## config.mk

```make
export PLATFORM = sky130hd
export DESIGN_NAME = blink_monitor_flat
export DESIGN_NICKNAME = d
export VERILOG_FILES = /design/src/rtl/blink_monitor_if.sv /design/src/rtl/blink_monitor.sv /design/src/flat_wrapper.sv
export SDC_FILE = /design/constraint.sdc
export NUM_CORES = 1
export LEC_CHECK = 0
export CAP_MARGIN = 20
export CORE_MARGIN = 8
export CORE_UTILIZATION = 35
export DETAILED_ROUTE_END_ITERATION = 8
export PLACE_DENSITY = 0.52
export SLEW_MARGIN = 30
export SYNTH_ARGS = -nofsm -noshare
export SYNTH_HDL_FRONTEND = slang
export SYNTH_SLANG_ARGS = --single-unit
```

## constraint.sdc

```tcl
create_clock -name clk -period 2.4 [get_ports clk]
set_input_delay 0.36 -clock clk [delete_from_list [all_inputs] [get_ports clk]]
set_output_delay 0.36 -clock clk [all_outputs]
set_load 0.1 [all_outputs]
```

## src/rtl/blink_monitor_if.sv

```systemverilog
// Handshake bundle between an observer and blink_monitor.
// Ports: din/clr_err flow master->slave; locked, period, period_vld, err and
// err_code flow slave->master. WIDTH and CNT_W must match the monitor's.
interface blink_monitor_if #(
    parameter int WIDTH = 8,
    parameter int CNT_W = 16
);
    logic [WIDTH-1:0] din;
    logic             clr_err;
    logic             locked;
    logic [CNT_W-1:0] period;
    logic             period_vld;
    logic             err;
    logic [1:0]       err_code;

    modport master (
        output din, clr_err,
        input  locked, period, period_vld, err, err_code
    );

    modport slave (
        input  din, clr_err,
        output locked, period, period_vld, err, err_code
    );
endinterface

```

## src/rtl/blink_monitor.sv

```systemverilog
// Watches a blink bus, locks onto a steady full-bus toggle period and flags errors.
// Ports: clk, reset (sync, active-high), bus (slave modport: din, clr_err in;
// locked, period, period_vld, err, err_code out). All outputs registered, no extra latency.
// Optional: define BLINK_MON_TIMEOUT_EN to flag a stall (code 11) while locked.
module blink_monitor #(
    parameter int WIDTH    = 8,
    parameter int CNT_W    = 16,
    parameter int LOCK_CNT = 4
) (
    input  logic            clk,
    input  logic            reset,
    blink_monitor_if.slave  bus
);
    typedef enum logic [1:0] {IDLE, ACQ, LOCK, ERR} state_t;

    localparam int               MW      = $clog2(LOCK_CNT + 1);
    localparam logic [CNT_W-1:0] CNT_MAX = '1;

    state_t           state, state_nxt;
    logic [WIDTH-1:0] din_q;
    logic [CNT_W-1:0] cnt, cnt_nxt;
    logic [CNT_W-1:0] ref_q, ref_nxt;
    logic [CNT_W-1:0] period_q, period_nxt;
    logic [MW-1:0]    mcnt_q, mcnt_nxt;
    logic             have_ref_q, have_ref_nxt;
    logic [1:0]       code_q, code_nxt;
    logic             pv_q, pv_nxt;
    logic             locked_q, err_q;
    logic             tog, part, match;

    // Full inversion is a valid toggle; any other change is a partial toggle.
    assign tog   = (bus.din == ~din_q);
    assign part  = (bus.din != din_q) && !tog;
    // cnt already holds the interval of a toggle seen this cycle.
    assign match = (cnt == ref_q) && (cnt != CNT_MAX);

    always_comb begin
        cnt_nxt = cnt;
        if (tog)
            cnt_nxt = CNT_W'(1);
        else if (cnt != CNT_MAX)
            cnt_nxt = cnt + CNT_W'(1);
    end

    always_comb begin
        state_nxt    = state;
        ref_nxt      = ref_q;
        mcnt_nxt     = mcnt_q;
        have_ref_nxt = have_ref_q;
        period_nxt   = period_q;
        code_nxt     = code_q;
        pv_nxt       = 1'b0;

        // A clear beats any error detected on the same cycle.
        if (bus.clr_err) begin
            state_nxt = IDLE;
            code_nxt  = 2'b00;
        end else begin
            case (state)
                IDLE: begin
                    if (tog) begin
                        state_nxt    = ACQ;
                        have_ref_nxt = 1'b0;
                        mcnt_nxt     = '0;
                    end
                end
                ACQ: begin
                    if (part) begin
                        state_nxt = ERR;
                        code_nxt  = 2'b10;
                    end else if (tog) begin
                        if (!have_ref_q) begin
                            ref_nxt      = cnt;
                            have_ref_nxt = 1'b1;
                            mcnt_nxt     = '0;
                        end else if (match) begin
                            mcnt_nxt = mcnt_q + MW'(1);
                            if (mcnt_q + MW'(1) == MW'(LOCK_CNT))
                                state_nxt = LOCK;
                        end else begin
                            ref_nxt  = cnt;
                            mcnt_nxt = '0;
                        end
                    end
                end
                LOCK: begin
                    if (part) begin
                        state_nxt = ERR;
                        code_nxt  = 2'b10;
                    end else if (tog) begin
                        if (match) begin
                            period_nxt = cnt;
                            pv_nxt     = 1'b1;
                        end else begin
                            state_nxt = ERR;
                            code_nxt  = 2'b01;
                        end
                    end
`ifdef BLINK_MON_TIMEOUT_EN
                    // Stall: the counter about to be loaded exceeds twice the reference.
                    else if ({1'b0, cnt_nxt} > {ref_q, 1'b0}) begin
                        state_nxt = ERR;
                        code_nxt  = 2'b11;
                    end
`endif
                end
                ERR: begin
                    state_nxt = ERR;
                end
                default: state_nxt = IDLE;
            endcase
        end
    end

    always_ff @(posedge clk) begin
        if (reset) begin
            state      <= IDLE;
            din_q      <= '0;
            cnt        <= '0;
            ref_q      <= '0;
            mcnt_q     <= '0;
            have_ref_q <= 1'b0;
            period_q   <= '0;
            code_q     <= 2'b00;
            pv_q       <= 1'b0;
            locked_q   <= 1'b0;
            err_q      <= 1'b0;
        end else begin
            state      <= state_nxt;
            din_q      <= bus.din;
            cnt        <= cnt_nxt;
            ref_q      <= ref_nxt;
            mcnt_q     <= mcnt_nxt;
            have_ref_q <= have_ref_nxt;
            period_q   <= period_nxt;
            code_q     <= code_nxt;
            pv_q       <= pv_nxt;
            locked_q   <= (state_nxt == LOCK);
            err_q      <= (state_nxt == ERR);
        end
    end

    assign bus.locked     = locked_q;
    assign bus.period     = period_q;
    assign bus.period_vld = pv_q;
    assign bus.err        = err_q;
    assign bus.err_code   = code_q;
endmodule

```

## src/flat_wrapper.sv

```systemverilog
// flat-port wrapper written by rule: the top's interface ports become plain ports
module blink_monitor_flat 
#(
    parameter int WIDTH    = 8,
    parameter int CNT_W    = 16,
    parameter int LOCK_CNT = 4
)
  (clk, reset, bus_din, bus_clr_err, bus_locked, bus_period, bus_period_vld, bus_err, bus_err_code);
  blink_monitor_if #(.WIDTH(WIDTH), .CNT_W(CNT_W)) bus_i ();
  input  logic clk;
  input  logic reset;
  input wire logic [$bits(bus_i.din)-1:0] bus_din;
  input wire logic [$bits(bus_i.clr_err)-1:0] bus_clr_err;
  output wire logic [$bits(bus_i.locked)-1:0] bus_locked;
  output wire logic [$bits(bus_i.period)-1:0] bus_period;
  output wire logic [$bits(bus_i.period_vld)-1:0] bus_period_vld;
  output wire logic [$bits(bus_i.err)-1:0] bus_err;
  output wire logic [$bits(bus_i.err_code)-1:0] bus_err_code;
  assign bus_i.din = bus_din;
  assign bus_i.clr_err = bus_clr_err;
  assign bus_locked = bus_i.locked;
  assign bus_period = bus_i.period;
  assign bus_period_vld = bus_i.period_vld;
  assign bus_err = bus_i.err;
  assign bus_err_code = bus_i.err_code;
  blink_monitor #(.WIDTH(WIDTH), .CNT_W(CNT_W), .LOCK_CNT(LOCK_CNT)) u_core (.clk(clk), .reset(reset), .bus(bus_i));
endmodule
```

==> impl_metrics.ini, run 1 <==
[yosys]
netlist_top_cells_count = 67 x dfxtp_1, 32 x nor2_1, 31 x nand4_1
yosys.area.top_type = dfxtp_1
ys_seq_elements = 67
synth_most_common_cell = dfxtp_1
synth_top_area_frac = 0.442
async_flop_share = 0
avgSynthCellArea_um2 = 9.25
syn_inst = 328
synth.distinct_cells = 38
synth_fp_nets = 342
synth.area.top_cells = dfxtp_1 44%, xnor2_1 7.5%, nand4_1 6.4%
syn-cell-area_mm2 = 0.00303
yosysWarningCount = 0
ys_seq_area_frac = 0.442
ys.flop_type = dfxtp_1
synth-edff-count = 0

[critical_path]
path_max_fanout = 4
crit_path_start_kind = input port
arrival_ns = 2.34
worst_ep_required_time_ns = 2.68
end_kind = flip-flop
critical_path_class = in2reg
critPathLaunch = bus_din[6]
reg2reg_from = u_core.cnt[8]$_SDFFE_PP0P_

[power_and_ir_drop]
power.switching_w = 0.000540
p_leak_nw = 1.30
worst_ir_drop_vdd_v = 0.000544
power_frac_clock = 0.477
power.share.switching = 0.225
comb_power_share = 0.051
internal-power_w = 0.00186
p_seq_frac = 0.471
p_per_area_mw_per_mm2 = 645

[final_layout]
drive_gt1_frac = 0.177
syn_to_final_growth_pct = 22.9
fillers = 849
layout.nets = 383
fin_util = 0.436
antenna_cells = 0
instances_no_fill = 481

[run_status]
status = finished, final reports clean

[sta]
relSlewSlack = 0.604
rsz0062_at_grt = no
tns_ns = 0
tightest_slew_ns = 0.595
hold_ws_ns = 0.477
skew_ns = 0.0109
fin_crit_sh = 0.859
setup_viol = 0
period_minus_slack_ns = 2.06
report.final.slew_viol_count = 0
finalHoldViolCount = 0
max_freq_mhz = 485

[min_path]
hp-class = reg2reg
min_from = u_core.mcnt_q[2]$_SDFFE_PP0P_

[clocking]
ctsHoldBuffers = 0
h-tree-depth = 3
cts_setup_buffers = 0
clk_pin_slew_ns = 0.08
post_cts_resized = 0
cts.sinks = 67
cts_made_buffers = 9
cts_buffer_depth = 2
root_buffer = clkbuf_8
cts_tree = yes
clk_latency_ns = 0.35

[global_route]
grt_pass1_wl_um = 12100
grt_pass1_vias = 2407
grt_util_met1 = 0.159
track_usage = 0.130
antenna_found_initial = 0
busiest_layer = met2
grt_max_degree = 31
grtUsageMet3 = 0.0343
met2_usage = 0.206
grt-ovfl-total = 0

[detailed_routing]
drtAntennaViolNets = 0
dr.pass1.iters = 4
drt_iter0_markers = 75
wirelength_um = 7200
wl_per_cell_um = 15.0
drcViolationCount = 0
vias_per_cell = 5.02
vias = 2415

[floorplan]
start_util = 0.355
io_pins = 32
core_region_area_mm2 = 0.00855
dieArea_mm2 = 0.0119
rows = 34
die_h_um = 109
dieWidth_um = 109

[placement]
port_buffers = 31
dp.cells = 466
place.gp.congestion = 0.794
dp_hpwl_um = 5250

[job]
drv_cap = 0
==> metrics by stage <==
stage / worst slack [ns] / instance area (µm²) / power, W
floorplan: 0.386 / 3030 / 0.00123
global placement: -0.00522 / 3490 / 0.00128
detailed placement: -0.0386 / 3490 / 0.00128
CTS: 0.331 / 3730 / 0.00243
global route: 0.194 / 3730 / 0.00248
finish: 0.339 / 3730 / 0.00240
==> cell families (layout without fill, tap and decap cells) <==
group,Yosys count,in the layout,share of synthesized area
and+or+nand+nor,117,117,0.222
muxes,18,18,0.0594
AOI/OAI and AO/OA,58,58,0.113
DFF,67,67,0.442
xor gates and xnor gates,36,36,0.104
adders and majority gates,3,3,0.0124
buffers and inverters,29,74,0.0462
==> power by group through the flow <==
stage	logic (W)	registers (W)	clock network (W)
after floorplan	0.0000794	0.00116	0
after global placement	0.000124	0.00116	0
after detailed placement	0.000124	0.00116	0
after CTS	0.000125	0.00113	0.00117
after global routing	0.000137	0.00113	0.00121
final	0.000123	0.00113	0.00115
==> metal layers <==
metal | part of all wire | vias up
li1 | - | 1235
met1 | 0.49 | 1131
met2 | 0.46 | 36
met3 | 0.032 | 13
met4 | 0.020 | 0
met5 | 0 | -
==> area by class of cell <==
class	count	area, µm²	area share
Multi-Input combinational cell	232	1550	0.416
Sequential cell	67	1340	0.360
Timing Repair Buffer	55	445	0.120
Tap cell	108	135	0.0363
Clock buffer	9	124	0.0332
Clock inverter	6	114	0.0306
Inverter	4	15.0	0.00403
==> worst max-delay path, cell delays in order <==
cell,delay (ns)
clkdlybuf4s50_1,0.48
xnor2_1,0.12
nor4_4,0.35
nand4_1,0.21
buf_4,0.20
or4_1,0.46
a21oi_1,0.15
==> sequential cells by signal, summed over array words and instances, names as in the netlist <==
register and flops:
u_core.bus.err 1, u_core.bus.err_code 2, u_core.bus.locked 1, u_core.bus.period 16, u_core.bus.period_vld 1, u_core.cnt 16, u_core.din_q 8, u_core.have_ref_q 1
u_core.mcnt_q 3, u_core.ref_q 16, u_core.state 2
==> cells in the final DEF (no fill, tap or decap), types with 3 or more instances in the layout <==
cell type and instances:
nand4_1 31, and4_1 3, nor2_1 32, nand2_1 11
a31oi_1 3, mux2i_1 18, a21oi_1 29, bufinv_16 3
nand3_1 4, and2_1 3, o21ai_0 17, inv_1 3
xnor2_1 26, dfxtp_1 67, xor2_1 10, and3_1 3
clkbuf_8 9, ha_1 3, nand2b_1 5, nor2b_1 10
nor3_1 4, clkdlybuf4s50_1 9, buf_4 44
==> final timing paths <==
| path | end | slack (ns) | cells after the start |
|---|---|---|---|
| worst min-delay path | u_core.mcnt_q[2]$_SDFFE_PP0P_ | 0.48 | 2 |
| worst max register to register | u_core.ref_q[3]$_SDFFE_PP0P_ | 0.38 | 7 |
| worst min register to register | u_core.mcnt_q[2]$_SDFFE_PP0P_ | 0.48 | 2 |
| worst max-delay path | u_core.mcnt_q[0]$_SDFFE_PP0P_ | 0.34 | 7 |
Note: power is estimated with default switching activity, not from simulation.
==> inputs of run 2 (changes only) <==
--- a/config.mk
+++ b/config.mk
@@ -6,7 +6,7 @@
 export NUM_CORES = 1
 export LEC_CHECK = 0
 export CAP_MARGIN = 20
-export CORE_MARGIN = 8
+export CORE_MARGIN = 1
 export CORE_UTILIZATION = 35
 export DETAILED_ROUTE_END_ITERATION = 8
 export PLACE_DENSITY = 0.52
==> impl_metrics.ini, run 2 (synthesis results as in run 1) <==
[clocking]
clk_latency_ns = 0.34
cts_setup_buffers = 0
cts_tree = yes
h-tree-depth = 3
cts.sinks = 67
cts_made_buffers = 9
ctsHoldBuffers = 0
post_cts_resized = 0
cts_buffer_depth = 2
root_buffer = clkbuf_8
clk_pin_slew_ns = 0.07

[placement]
place.gp.congestion = 0.796
dp_hpwl_um = 4820
port_buffers = 31
dp.cells = 461

[final_layout]
antenna_cells = 0
layout.nets = 381
multi_input_area_mm2 = 0.00155
seqCellArea_mm2 = 0.00134
final_cell_mix = 67 x dfxtp_1, 40 x buf_4, 32 x nor2_1
fillers = 824
fin_util = 0.445
layout_commonest_cell = dfxtp_1
drive_gt1_frac = 0.173
syn_to_final_growth_pct = 21.7
instances_no_fill = 476

[sta]
rsz0062_at_grt = no
finalHoldViolCount = 0
setup_viol = 0
skew_ns = 0.00548
report.final.slew_viol_count = 0
tightest_slew_ns = 0.601
period_minus_slack_ns = 2.13
max_freq_mhz = 468
fin_crit_sh = 0.889
relSlewSlack = 0.599
hold_ws_ns = 0.469

[detailed_routing]
vias_per_cell = 5.07
vias = 2415
met1Wirelength_um = 3530
drt_iter0_markers = 135
dr.pass1.iters = 4
wl_per_cell_um = 14.4
drcViolationCount = 0
wl_met2_um = 2930
route.top_layer_used = met4
drtAntennaViolNets = 0
wirelength_um = 6840
dr_wl_met3_um = 229

[critical_path]
crit_path_start_kind = flip-flop
arrival_ns = 2.34
reg2reg_depth = 7
path_max_fanout = 16
critical_path_class = reg2reg
critPathLaunch = u_core.cnt[8]$_SDFFE_PP0P_
worstSetupEndpoint = u_core.ref_q[5]$_SDFFE_PP0P_
rr_endpoint = u_core.ref_q[5]$_SDFFE_PP0P_
end_kind = flip-flop
reg2reg_from = u_core.cnt[8]$_SDFFE_PP0P_
worst_ep_required_time_ns = 2.61
rrSetupSlack_ns = 0.27

[global_route]
antenna_found_initial = 0
grt_pass1_vias = 2337
grt_max_degree = 33
track_usage = 0.168
grt_pass1_wl_um = 11500
grt-ovfl-total = 0

[floorplan]
core_region_area_mm2 = 0.00830
dieArea_mm2 = 0.00904
io_pins = 32
rows = 33
dieWidth_um = 95.1
die_h_um = 95.1
start_util = 0.365

[run_status]
status = finished, final reports clean

[power_and_ir_drop]
p_leak_nw = 1.29
worst_ir_drop_vdd_v = 0.000323
p_per_area_mw_per_mm2 = 589

[job]
drv_cap = 0

[min_path]
hp-class = reg2reg
[run 2: how the worst min path moves through the flow]
stage                                       start                             endpoint  cells after the start
floorplan                             bus_clr_err  u_core.bus.err_code[0]$_SDFFE_PP0P_                      1
global placement    u_core.mcnt_q[2]$_SDFFE_PP0P_        u_core.mcnt_q[2]$_SDFFE_PP0P_                      2
detailed placement  u_core.mcnt_q[2]$_SDFFE_PP0P_        u_core.mcnt_q[2]$_SDFFE_PP0P_                      2
CTS                 u_core.mcnt_q[2]$_SDFFE_PP0P_        u_core.mcnt_q[2]$_SDFFE_PP0P_                      2
global route        u_core.mcnt_q[2]$_SDFFE_PP0P_        u_core.mcnt_q[2]$_SDFFE_PP0P_                      2
finish              u_core.mcnt_q[2]$_SDFFE_PP0P_        u_core.mcnt_q[2]$_SDFFE_PP0P_                      2
[run 2: final cells by class]
class / instances / area share
clock inverter: 1 / 0.00136
timing repair buffer: 53 / 0.123
inverter: 4 / 0.00407
clock buffer: 14 / 0.0522
tap: 105 / 0.0356
multi-input combinational: 232 / 0.420
sequential: 67 / 0.363
[run 2: metrics by stage]
stage | area (µm²) | worst slack (ns) | power [W] | TNS, ns
after global placement | 3490 | 0.00421 | 0.00129 | 0
final | 3690 | 0.265 | 0.00217 | 0
after detailed placement | 3490 | -0.0340 | 0.00129 | -0.0874
after CTS | 3690 | 0.267 | 0.00221 | 0
after global routing | 3690 | 0.118 | 0.00227 | 0
after floorplan | 3030 | 0.386 | 0.00123 | 0
[run 2: where the power goes]
part	internal, W	leakage (nW)	switching [W]
sequential	0.00112	0.542	0.0000113
combinational	0.0000549	0.645	0.0000709
clock	0.000509	0.105	0.000404
[run 2: layer usage]
layer	global-route usage	vias up
met1	0.235	1135
met5	0	-
met3	0.0391	12
met4	0.0846	0
li1	-	1235
met2	0.240	33
[run 2: worst max-delay path, stage by stage (launching register included)]
cell and delay, ns:
dfxtp_1 0.46, and4_4 0.30, and4_1 0.37, nand3_4 0.15, a41oi_4 0.26, buf_12 0.20
mux2i_1 0.21, nor2_1 0.05
==> inputs of run 3 (changes only) <==
--- a/config.mk
+++ b/config.mk
@@ -10,6 +10,7 @@
 export CORE_UTILIZATION = 35
 export DETAILED_ROUTE_END_ITERATION = 8
 export PLACE_DENSITY = 0.52
+export SKIP_CTS_REPAIR_TIMING = 1
 export SLEW_MARGIN = 30
 export SYNTH_ARGS = -nofsm -noshare
 export SYNTH_HDL_FRONTEND = slang
==> results of run 3 <==
Final layout, timing and power as in run 2 (identical DEF).
